$ cat src/rtl/vga_timing_pkg.sv
// Shared constants and helpers for the raster timing generator.
// Latency: n/a (constants and a pure function only).
// Backpressure: n/a.
// Contents: named timing sets (640x480@60, 800x600@60), tot() for per-axis totals,
//           and SYNC_POS/SYNC_NEG polarity constants.
package vga_timing_pkg;

    localparam bit SYNC_POS = 1'b1;
    localparam bit SYNC_NEG = 1'b0;

    // 640x480 @ 60 Hz, 25.175 MHz pixel clock, both syncs negative
    localparam int VGA640_H_ACTIVE = 640;
    localparam int VGA640_H_FP     = 16;
    localparam int VGA640_H_SYNC   = 96;
    localparam int VGA640_H_BP     = 48;
    localparam int VGA640_V_ACTIVE = 480;
    localparam int VGA640_V_FP     = 10;
    localparam int VGA640_V_SYNC   = 2;
    localparam int VGA640_V_BP     = 33;
    localparam bit VGA640_H_POL    = SYNC_NEG;
    localparam bit VGA640_V_POL    = SYNC_NEG;

    // 800x600 @ 60 Hz, 40 MHz pixel clock, both syncs positive
    localparam int SVGA800_H_ACTIVE = 800;
    localparam int SVGA800_H_FP     = 40;
    localparam int SVGA800_H_SYNC   = 128;
    localparam int SVGA800_H_BP     = 88;
    localparam int SVGA800_V_ACTIVE = 600;
    localparam int SVGA800_V_FP     = 1;
    localparam int SVGA800_V_SYNC   = 4;
    localparam int SVGA800_V_BP     = 23;
    localparam bit SVGA800_H_POL    = SYNC_POS;
    localparam bit SVGA800_V_POL    = SYNC_POS;

    // Total period of one axis: active + front porch + sync + back porch
    function automatic int tot(input int a, input int fp, input int s, input int bp);
        return a + fp + s + bp;
    endfunction

endpackage

$ cat src/rtl/vga_sync_delay.sv
// Retimes {hsync, vsync, de} by DEPTH pixel periods to match the renderer pipeline.
// Latency: DEPTH pixel-enabled clocks; DEPTH=0 is a combinational pass-through.
// Backpressure: none; stages shift only when ce=1, clr loads INIT into every stage.
// Ports: clk, clr (sync active-high), ce (pixel enable), d[2:0] in, q[2:0] out.
module vga_sync_delay #(
    parameter int         DEPTH = 0,
    parameter logic [2:0] INIT  = 3'b000
) (
    input  logic       clk,
    input  logic       clr,
    input  logic       ce,
    input  logic [2:0] d,
    output logic [2:0] q
);

    // At least one stage is declared so DEPTH=0 elaborates; it is bypassed at q.
    localparam int NS = (DEPTH == 0) ? 1 : DEPTH;

    logic [2:0] sr [NS];

    always_ff @(posedge clk) begin
        if (clr) begin
            for (int i = 0; i < NS; i++) sr[i] <= INIT;
        end else if (ce) begin
            sr[0] <= d;
            for (int i = 1; i < NS; i++) sr[i] <= sr[i-1];
        end
    end

    assign q = (DEPTH == 0) ? d : sr[NS-1];

endmodule

$ cat src/rtl/vga_timing_gen.sv
// Parametrised raster timing generator: h/v counters, active x/y, line/frame/vblank pulses.
// Latency: x/y/pulses 1 pixel period after the counter state; hsync/vsync/de 1+SYNC_DLY.
// Backpressure: none; everything holds while pix_ce=0, clr dominates pix_ce.
// Ports: clk, clr, pix_ce in; hsync, vsync, de, x, y, line_start, frame_start,
//        vblank_start out; frame_cnt out only when VGA_FRAME_CNT_EN is defined.
module vga_timing_gen
    import vga_timing_pkg::*;
#(
    parameter int  H_ACTIVE   = VGA640_H_ACTIVE,
    parameter int  H_FP       = VGA640_H_FP,
    parameter int  H_SYNC     = VGA640_H_SYNC,
    parameter int  H_BP       = VGA640_H_BP,
    parameter int  V_ACTIVE   = VGA640_V_ACTIVE,
    parameter int  V_FP       = VGA640_V_FP,
    parameter int  V_SYNC     = VGA640_V_SYNC,
    parameter int  V_BP       = VGA640_V_BP,
    parameter bit  H_SYNC_POL = VGA640_H_POL,
    parameter bit  V_SYNC_POL = VGA640_V_POL,
    parameter int  SYNC_DLY   = 0,
    parameter int  FCW        = 16,
    localparam int XW         = $clog2(H_ACTIVE),
    localparam int YW         = $clog2(V_ACTIVE)
) (
    input  logic           clk,
    input  logic           clr,
    input  logic           pix_ce,
    output logic           hsync,
    output logic           vsync,
    output logic           de,
    output logic [XW-1:0]  x,
    output logic [YW-1:0]  y,
    output logic           line_start,
    output logic           frame_start,
    output logic           vblank_start
`ifdef VGA_FRAME_CNT_EN
    ,
    output logic [FCW-1:0] frame_cnt
`endif
);

    localparam int H_TOT  = tot(H_ACTIVE, H_FP, H_SYNC, H_BP);
    localparam int V_TOT  = tot(V_ACTIVE, V_FP, V_SYNC, V_BP);
    localparam int HCW    = $clog2(H_TOT);
    localparam int VCW    = $clog2(V_TOT);
    localparam int HS_BEG = H_ACTIVE + H_FP;
    localparam int HS_LST = HS_BEG + H_SYNC - 1;
    localparam int VS_BEG = V_ACTIVE + V_FP;
    localparam int VS_LST = VS_BEG + V_SYNC - 1;

    // Bit order through the delay line is {hsync, vsync, de}; idle is inactive sync, de low
    localparam logic [2:0] SYNC_IDLE = {~H_SYNC_POL, ~V_SYNC_POL, 1'b0};

    logic [HCW-1:0] h_cnt;
    logic [VCW-1:0] v_cnt;
    logic           h_last;
    logic           v_last;
    logic           act;
    logic           hs_act;
    logic           vs_act;
    logic           at_origin;
    logic [2:0]     sync_s1;
    logic [2:0]     sync_out;

    always_comb begin
        h_last    = (h_cnt == HCW'(H_TOT - 1));
        v_last    = (v_cnt == VCW'(V_TOT - 1));
        act       = (h_cnt < HCW'(H_ACTIVE)) && (v_cnt < VCW'(V_ACTIVE));
        hs_act    = (h_cnt >= HCW'(HS_BEG)) && (h_cnt <= HCW'(HS_LST));
        vs_act    = (v_cnt >= VCW'(VS_BEG)) && (v_cnt <= VCW'(VS_LST));
        at_origin = (h_cnt == '0) && (v_cnt == '0);
    end

    // Raster position counters
    always_ff @(posedge clk) begin
        if (clr) begin
            h_cnt <= '0;
            v_cnt <= '0;
        end else if (pix_ce) begin
            if (h_last) begin
                h_cnt <= '0;
                v_cnt <= v_last ? '0 : v_cnt + VCW'(1);
            end else begin
                h_cnt <= h_cnt + HCW'(1);
            end
        end
    end

    // First output stage: decodes the counter state present before this ce edge
    always_ff @(posedge clk) begin
        if (clr) begin
            x            <= '0;
            y            <= '0;
            line_start   <= 1'b0;
            frame_start  <= 1'b0;
            vblank_start <= 1'b0;
            sync_s1      <= SYNC_IDLE;
        end else if (pix_ce) begin
            x            <= act ? h_cnt[XW-1:0] : '0;
            y            <= act ? v_cnt[YW-1:0] : '0;
            line_start   <= (h_cnt == '0);
            frame_start  <= at_origin;
            vblank_start <= (h_cnt == '0) && (v_cnt == VCW'(V_ACTIVE));
            sync_s1      <= {hs_act ? H_SYNC_POL : ~H_SYNC_POL,
                             vs_act ? V_SYNC_POL : ~V_SYNC_POL,
                             act};
        end
    end

    vga_sync_delay #(
        .DEPTH (SYNC_DLY),
        .INIT  (SYNC_IDLE)
    ) u_sync_delay (
        .clk (clk),
        .clr (clr),
        .ce  (pix_ce),
        .d   (sync_s1),
        .q   (sync_out)
    );

    assign {hsync, vsync, de} = sync_out;

`ifdef VGA_FRAME_CNT_EN
    // The first frame_start after reset only arms the counter, so frame_cnt counts
    // completed frames rather than frame starts.
    logic fc_armed;

    always_ff @(posedge clk) begin
        if (clr) begin
            frame_cnt <= '0;
            fc_armed  <= 1'b0;
        end else if (pix_ce && at_origin) begin
            if (fc_armed) frame_cnt <= frame_cnt + FCW'(1);
            fc_armed <= 1'b1;
        end
    end
`endif

endmodule

$ cat config.mk
export PLATFORM = sky130hd
export DESIGN_NAME = vga_timing_gen
export DESIGN_NICKNAME = d
export VERILOG_FILES = /design/src/rtl/vga_timing_pkg.sv /design/src/rtl/vga_sync_delay.sv /design/src/rtl/vga_timing_gen.sv
export SDC_FILE = /design/constraint.sdc
export NUM_CORES = 1
export LEC_CHECK = 0
export BUFFER_PORTS_ARGS = -buffer_cell sky130_fd_sc_hd__buf_2
export CAP_MARGIN = 25
export CORE_MARGIN = 1
export CORE_UTILIZATION = 25
export DETAILED_ROUTE_END_ITERATION = 8
export SYNTH_ARGS = -nofsm -noshare
export SYNTH_HDL_FRONTEND = slang
export SYNTH_SLANG_ARGS = --single-unit
$ cat constraint.sdc
create_clock -name clk -period 2.6 [get_ports clk]
set_input_delay 0.39 -clock clk [delete_from_list [all_inputs] [get_ports clk]]
set_output_delay 0.39 -clock clk [all_outputs]
set_load 0.03 [all_outputs]
[Word level (Yosys, flattened, before mapping)]
Cells that the tools add are included.
Operators by class
  add/sub/neg operators: 2
  $lt $le $gt $ge: 6
  equality and inequality tests: 3
  multiplexer cells: 6
  reductions and logical operators: 8
Operators with widths (count)
  $mux 10: 3
  $add 10x1->10 const B: 2
  $eq 10x10->1 const B: 2
  $logic_not 10->1: 2
  $eq 10x9->1 const B: 1
  $ge 10x10->1 const B: 1
  $ge 10x9->1 const B: 1
  $le 10x10->1 const B: 1
  $le 10x9->1 const B: 1
  $lt 10x10->1 const B: 1
  $lt 10x9->1 const B: 1
  $mux 9: 1
  $logic_and 1x1->1: 5
  $mux 1: 2
  $reduce_and 2->1: 1
Word-level totals
  bits in registers: 45
  input port bits: 3
  output and inout port bits: 25
  logic and storage cells: 33

[Logic depth before layout (Yosys ltp)]
Gate-level depths: netlist of the first run.
  word-level depth: 3
  gate-level depth with buffers: 7
  gate-level depth less buffers: 6

[Modules after synthesis]
Synthesis of the first run repeated with hierarchy kept, for this count alone.
Unflattened totals
  cells, all modules: 226
  area total of the unflattened synthesis: 1983.2 um^2
By module, submodules not included
  vga_timing_gen: times used 1, cells each 223, area each 1960.6 um^2, sequential area each 900.9 um^2
  vga_sync_delay: times used 1, cells each 3, area each 22.5 um^2, sequential area each 0.0 um^2

[Worst setup path after synthesis of the first run]
Ideal clock, no wire load.
  path kind: reg2reg
  from: reg h_cnt[5]
  to: reg v_cnt[9]
  setup time: 0.070 ns
  arrival: 2.019 ns
  required time: 2.530 ns
  slack: 0.511 ns
  stages on the path, launching flop included: 7
  buffers on the path: 2
  period minus slack after synthesis: 2.089 ns
  cell sequence: dfxtp_1 -> buf_6 -> or4b_1 -> or4_1 -> buf_2 -> or4_1 -> a21oi_1
Between the ends
  longest elaborated chain between the ends: 2
RTL lines
  start: declaration: line vga_timing_gen.sv:53  | logic [HCW-1:0] h_cnt;
  start signal: assignment: line vga_timing_gen.sv:83  | h_cnt <= h_cnt + HCW'(1);
  $eq 10x10->1: line vga_timing_gen.sv:65  | h_last = (h_cnt == HCW'(H_TOT - 1));
  $reduce_and 2->1 (no source line)
  end signal: assignment: line vga_timing_gen.sv:81  | v_cnt <= v_last ? '0 : v_cnt + VCW'(1);
  end: declaration: line vga_timing_gen.sv:54  | logic [VCW-1:0] v_cnt;
Every way passes these cells.
A chain may end at the register's enable or synchronous reset.

[Worst setup path in the final report of the first run]
  from: reg h_cnt[1]
  to: reg v_cnt[8]
Same word-level chain as after synthesis.

==> flow_summary_export.csv, run 1 <==
group,metric,value,unit
outcome,status,"completed",
detailed_routing,vias,1710,
pwr,clkPwrFrac,0.407,
floorplanning,initial_core_util,0.265,
floorplanning,fp-row-count,31,
synthesis,synth_edf_count,0,
setup_path,cp_data_arrival_time,2.48,ns
final_layout,drive_above_1_share,0.180,
synthesis,synth_nets,230,
setup_path,path_class,"reg -> reg",
sta,worst_slack,0.369,ns
pwr,power_frac_seq,0.539,
floorplanning,io-pin-count,28,
final_layout,nets,251,
sta,relSlewSlack,0.481,
synthesis,syn_area_per_cell,8.79,um^2
setup_path,critPathLaunchType,"flop",
detailed_routing,vias_per_cell,4.97,
synthesis,netlist_area,1960,um^2
grt,grt_pass1_wl,7670,um
clock_network,hold_buffers,0,
placement,place_ws,0.403,ns
clock_network,cts-root-buf,"clkbuf_8",
sta,max_freq,448,MHz
floorplanning,die-area,8200,um^2
synthesis,yosys_warnings,0,
placement,numPortBuffers,27,
pwr,p_per_area,573,nW/um^2
clock_network,post_cts_resized,0,
pwr,switchingPower,0.000295,W
synthesis,synth_area_leaders,"dfxtp_1 (46%), a22oi_1 (7.7%), nor2_1 (6.7%), a21oi_1 (2.8%), ha_1 (2.6%)",
flow_run,cap_violations,0,
clock_network,worstSkewPairLatency,0.31,ns
grt,first_global_vias,1611,
sta,setup_violations,0,
setup_path,cp.required,2.85,ns
sta,setup-tns-final,0,ns
pwr,pwr-share-comb,0.054,
floorplanning,dieWidth,90.6,um
placement,gp_congestion,0.906,
final_layout,final_common_cell,"dfxtp_1",
sta,fin_skew,0.00937,ns
clock_network,cts_made_buffers,5,
final_layout,mostFrequentLayoutCells,"dfxtp_1 (45), nor2_1 (35), buf_2 (27)",
sta,finalHoldViolations,0,
clock_network,cts_tree,"built",
grt,track_usage,0.115,
grt,grt_overflow_total,0,
sta,period_needed,2.23,ns
clock_network,cts_num_sinks,45,
setup_path,critPathCaptureType,"flop",
final_layout,areaGrowthSynthToFinish,15.8,%
pwr,switching_share,0.227,
placement,hpwl,3220,um
pwr,p_int,0.00101,W
clock_network,h-tree-depth,2,
detailed_routing,drtAntennaViolNets,0,
pwr,peakVddDrop,0.262,mV
synthesis,yosysSeqAreaShare,0.459,
sta,finalCritPeriodShare,0.858,
grt,grt_max_degree,20,
sta,rsz0062_at_grt,"false",
synthesis,synthCells,223,
hold_path,hp-class,"in -> reg",
setup_path,crit_fanout,9,
synthesis,synth_ff_type,"dfxtp_1",
floorplanning,die_y,90.6,um
clock_network,clk_path_buf_depth,2,
sta,tightest_slew,0.778,ns
detailed_routing,wire_per_inst,13.3,um
final_layout,antenna_cells,0,
detailed_routing,drt-pass1-iter-count,4,
clock_network,cts_setup_buffers,0,
detailed_routing,drc_errors,0,
synthesis,synth_top_cell_by_area,"dfxtp_1",
detailed_routing,drtIter0Drc,100,
synthesis,async_reset_ff_frac,0,
synthesis,synth_top_area_share,0.459,
grt,antenna_found_initial,0,
pwr,p_leak,0.835,nW
clock_network,path_clk_slew,0.09,ns
sta,drv_slew,0,
detailed_routing,drt_wl_total,4590,um
synthesis,yosysUniqueCellTypes,43,
floorplanning,core,7410,um^2
synthesis,ys_seq_elements,45,
## registers in the layout (all words and copies together), names as in the netlist
register	flops
h_cnt	10
v_cnt	10
x	10
y	9
sync_s1	3
frame_start	1
line_start	1
vblank_start	1
## routing by layer
layer	share of wire	vias up	GRT usage
met5	0	-	0
met4	0.0068	0	0.0430
met3	0.058	6	0.0278
met2	0.44	38	0.176
met1	0.49	820	0.155
li1	-	846	-
## synthesized netlist by cell type, drive strengths merged, types with 5 or more instances
cell type   n
nor2       35
nor3        7
a22oi      20
or3         7
nor4        5
a21oi      11
or4         5
nand2       8
buf         8
nand4       8
clkbuf      9
inv         8
xnor2       5
dfxtp      45
o21ai       6
nand3       5
## path summary, 6_finish.rpt
path | start | endpoint | slack, ns | cells after the start
worst min register to register | x[8] | x[8] | 0.47 | 2
worst max-delay path | h_cnt[1] | v_cnt[8] | 0.37 | 5
worst max register to register | h_cnt[1] | v_cnt[8] | 0.37 | 5
worst min-delay path | clr | y[7] | 0.47 | 2
## worst max-delay path, stage by stage, from the launching register on
cell	delay, ns
dfxtp_1	0.43
ha_1	0.22
nand2_1	0.18
or4_1	0.70
or4_1	0.51
a21oi_1	0.14
## cell families after synthesis
group / Yosys count / share of synthesized area
muxes: 2 / 0.0115
xor gates and xnor gates: 9 / 0.0402
and+or+nand+nor: 91 / 0.243
AOI/OAI and AO/OA: 46 / 0.157
adders and majority gates: 4 / 0.0255
buffers and inverters: 26 / 0.0632
DFF: 45 / 0.459
## power by group through the flow
| stage | Sequential (W) | Clock (W) | Combinational (W) |
|---|---|---|---|
| after detailed placement | 0.000717 | 0 | 0.0000704 |
| after global placement | 0.000717 | 0 | 0.0000692 |
| after CTS | 0.000701 | 0.000544 | 0.0000707 |
| after global routing | 0.000702 | 0.000570 | 0.0000765 |
| after floorplan | 0.000726 | 0 | 0.0000403 |
| final | 0.000701 | 0.000529 | 0.0000699 |
## cell type report
cell class,instances,area (um^2)
fillers,769,5140
flip-flops and latches,45,901
inverters,9,33.8
clock buffers,6,72.6
multi-input cells,152,936
repair buffers,31,165
clock inverters,2,38.8
well taps,99,124
## per-stage QoR
step / cells / util / total power (W) / hold WS, ns / cell area (um^2)
2_1_floorplan: 223 / - / 0.000767 / 0.485 / 1960
3_3_place_gp: 336 / 0.292 / 0.000786 / 0.461 / 2160
3_5_place_dp: 336 / 0.292 / 0.000788 / 0.458 / 2160
4_1_cts: 344 / 0.307 / 0.00132 / 0.459 / 2270
5_1_grt: 344 / 0.307 / 0.00135 / 0.469 / 2270
6_report: 344 / 0.307 / 0.00130 / 0.466 / 2270
Power figures use the tool's default switching activity.
==> run 2, diff against run 1 <==
--- a/config.mk
+++ b/config.mk
@@ -5,6 +5,7 @@
 export SDC_FILE = /design/constraint.sdc
 export NUM_CORES = 1
 export LEC_CHECK = 0
+export ABC_AREA = 1
 export BUFFER_PORTS_ARGS = -buffer_cell sky130_fd_sc_hd__buf_2
 export CAP_MARGIN = 25
 export CORE_MARGIN = 1
==> run 2 against run 1 <==
Die area up 13%. Clock power grew 4.0%. Sequential share of layout area fell by 4.3 points. Non-clock buffer count fell by 1. Count of clock-buffer cells in the layout increased by 1. Area after synthesis is 14% higher. Design area is 12% higher. Sequential power hardly changed. Critical path depth up 3. Clock skew shrank 0.0058 ns. Maximum frequency up 33%.
==> flow_summary_export.csv, run 2 <==
group,metric,value,unit
placement,gp_congestion,0.843,
detailed_routing,vias,2127,
setup_path,cp.required,2.80,ns
clock_network,cts-root-buf,"clkbuf_8",
setup_path,cp-startpoint,"h_cnt[1]",
placement,numPortBuffers,27,
synthesis,synth_nets,324,
setup_path,critPathCaptureType,"flop",
setup_path,path_cells,"ha_1 -> nand3_2 -> nor2_4 -> nand3_4 -> nand2_2 -> nand2_2 -> nand2_1 -> nor2_1",
sta,fin_skew,0.00360,ns
detailed_routing,drtIter0Drc,166,
sta,finalHoldViolations,0,
synthesis,synth_ff_type,"dfxtp_1",
setup_path,path_class,"reg -> reg",
floorplanning,io-pin-count,28,
synthesis,yosysUniqueCellTypes,27,
grt,grt_max_degree,32,
detailed_routing,drtAntennaViolNets,0,
sta,relSlewSlack,0.525,
pwr,p_per_area,522,nW/um^2
grt,grtUsageMet2,0.196,
detailed_routing,vias_per_cell,4.75,
clock_network,path_clk_slew,0.08,ns
sta,drv_slew,0,
final_layout,postLayoutCellArea,2550,um^2
final_layout,final_common_cell,"nand2_1",
clock_network,clk_path_buf_depth,2,
flow_run,cap_violations,0,
synthesis,synth_top_cell_by_area,"dfxtp_1",
pwr,p_leak,0.992,nW
clock_network,cts_made_buffers,5,
synthesis,yosysMostFrequentCell,"nand2_1",
grt,antenna_found_initial,0,
synthesis,ys_seq_elements,45,
floorplanning,initial_core_util,0.256,
final_layout,top_regs,"h_cnt: 10 flops, v_cnt: 10 flops, x: 10 flops",
setup_path,crit_end,"v_cnt[9]",
setup_path,r2r_start,"h_cnt[1]",
sta,rsz0062_at_grt,"false",
setup_path,worstReg2RegEnd,"v_cnt[9]",
synthesis,synth_top_area_share,0.405,
detailed_routing,drc_errors,0,
grt,grt_overflow_total,0,
floorplanning,fp-row-count,34,
synthesis,synth_area_leaders,"dfxtp_1 (40%), nand2_1 (12%), a21oi_1 (7.9%), nor2_1 (7.3%), nand4_1 (7.0%)",
floorplanning,die-area,9290,um^2
outcome,status,"completed",
clock_network,cts_tree,"built",
clock_network,hold_buffers,0,
setup_path,r2r_setup_slack,0.93,ns
placement,dp.cells,440,
setup_path,cp_data_arrival_time,1.87,ns
final_layout,antenna_cells,0,
clock_network,cts_num_sinks,45,
setup_path,crit_top_cell,"nand2_2",
synthesis,synth_top_cells_by_count,"nand2_1 (70), dfxtp_1 (45), nor2_1 (43)",
grt,first_global_vias,1890,
detailed_routing,wire_per_inst,12.1,um
final_layout,num-fill-cells,961,
synthesis,async_reset_ff_frac,0,
final_layout,drive_above_1_share,0.165,
detailed_routing,drt_wl_total,5420,um
synthesis,syn_area_per_cell,7.02,um^2
synthesis,yosysSeqAreaShare,0.405,
setup_path,r2r_cells,8,
setup_path,cpPeakStageDelay,0.45,ns
pwr,peakVddDrop,0.154,mV
synthesis,synth_edf_count,0,
clock_network,worstSkewPairLatency,0.30,ns
sta,finalCritPeriodShare,0.644,
final_layout,nets,346,
sta,setup-tns-final,0,ns
grt,track_usage,0.124,
sta,tightest_slew,0.710,ns
final_layout,areaGrowthSynthToFinish,14.6,%
synthesis,yosys_warnings,0,
detailed_routing,drt-pass1-iter-count,4,
setup_path,critPathLaunchType,"flop",
clock_network,h-tree-depth,2,
placement,hpwl,3960,um
setup_path,slowest_stage,"dfxtp_1",
synthesis,netlist_area,2230,um^2
grt,grt_busiest_layer,"met2",
synthesis,synthCells,317,
sta,setup_violations,0,
floorplanning,die_y,96.4,um
final_layout,layout.cells.non_filler,448,
floorplanning,core,8680,um^2
floorplanning,dieWidth,96.4,um
grt,use_met3,0.0332,
hold_path,hp-class,"in -> reg",
final_layout,mostFrequentLayoutCells,"nand2_1 (70), dfxtp_1 (45), nor2_1 (43)",
sta,max_freq,598,MHz
grt,use_met1,0.166,
clock_network,cts_setup_buffers,0,
sta,period_needed,1.67,ns
grt,grt_pass1_wl,8870,um
setup_path,crit_fanout,8,
clock_network,post_cts_resized,0,
placement,dpl-instance-area,2430,um^2
## run 2: cell types whose count changed in the layout (fill, tap and decap cells not counted), moves of 14 or more
cell | before | now
nand2_1 | 8 | 70
a21oi_1 | 11 | 35
a22oi_1 | 20 | 0
nand4_1 | 8 | 25
nand3_1 | 5 | 21
inv_1 | 8 | 22
## run 2: worst max-delay path, delay by kind of cell, from the launching register on
family | cells | cell delay, ns
adders and majority gates | 1 | 0.24
DFF | 1 | 0.45
and+or+nand+nor | 7 | 0.87
## run 2: layer usage
metal / part of all wire / up-vias
met3: 0.048 / 5
met4: 0.0074 / 0
li1: - / 1085
met2: 0.44 / 42
met1: 0.50 / 995
met5: 0 / -
## run 2: layout make-up
type	instances	area, um^2	area share
timing repair buffer	30	158	0.0618
inverter	31	116	0.0456
clock buffer	7	86.3	0.0339
multi-input combinational	226	1120	0.441
sequential	45	901	0.353
tap	108	135	0.0530
clock inverter	1	30.0	0.0118
## run 2: cell families (layout without fill, tap and decap cells)
logic type                 count (synthesis)  count (layout)  share of synthesized area
AOI/OAI and AO/OA                         42              42                     0.0961
xor gates and xnor gates                   3               3                     0.0118
adders and majority gates                  4               4                     0.0225
buffers and inverters                     46              69                     0.0905
DFF                                       45              45                      0.405
and+or+nand+nor                          177             177                      0.374
## run 2: worst min-delay path by stage
stage	start	end	slack [ns]	depth (start not counted)
2_1_floorplan	clr	sync_s1[2]	0.49	2
3_3_place_gp	sync_s1[2]	sync_s1[2]	0.45	2
3_5_place_dp	sync_s1[2]	sync_s1[2]	0.45	2
4_1_cts	clr	sync_s1[1]	0.38	3
5_1_grt	clr	sync_s1[1]	0.39	3
6_report	clr	sync_s1[1]	0.39	3
## run 2: metrics by stage
| stage | power (W) | worst slack, ns | hold WS [ns] | utilization |
|---|---|---|---|---|
| floorplan | 0.000779 | 1.22 | 0.486 | - |
| global placement | 0.000796 | 0.771 | 0.449 | 0.280 |
| detailed placement | 0.000797 | 0.721 | 0.453 | 0.280 |
| CTS | 0.00135 | 0.930 | 0.377 | 0.294 |
| global route | 0.00139 | 0.737 | 0.392 | 0.294 |
| finish | 0.00133 | 0.927 | 0.385 | 0.294 |
## run 2: report_power, final
group           total, W  switching, W  internal (W)
Clock           0.000550      0.000237      0.000313
Sequential      0.000704    0.00000708      0.000697
Combinational  0.0000765     0.0000555     0.0000210
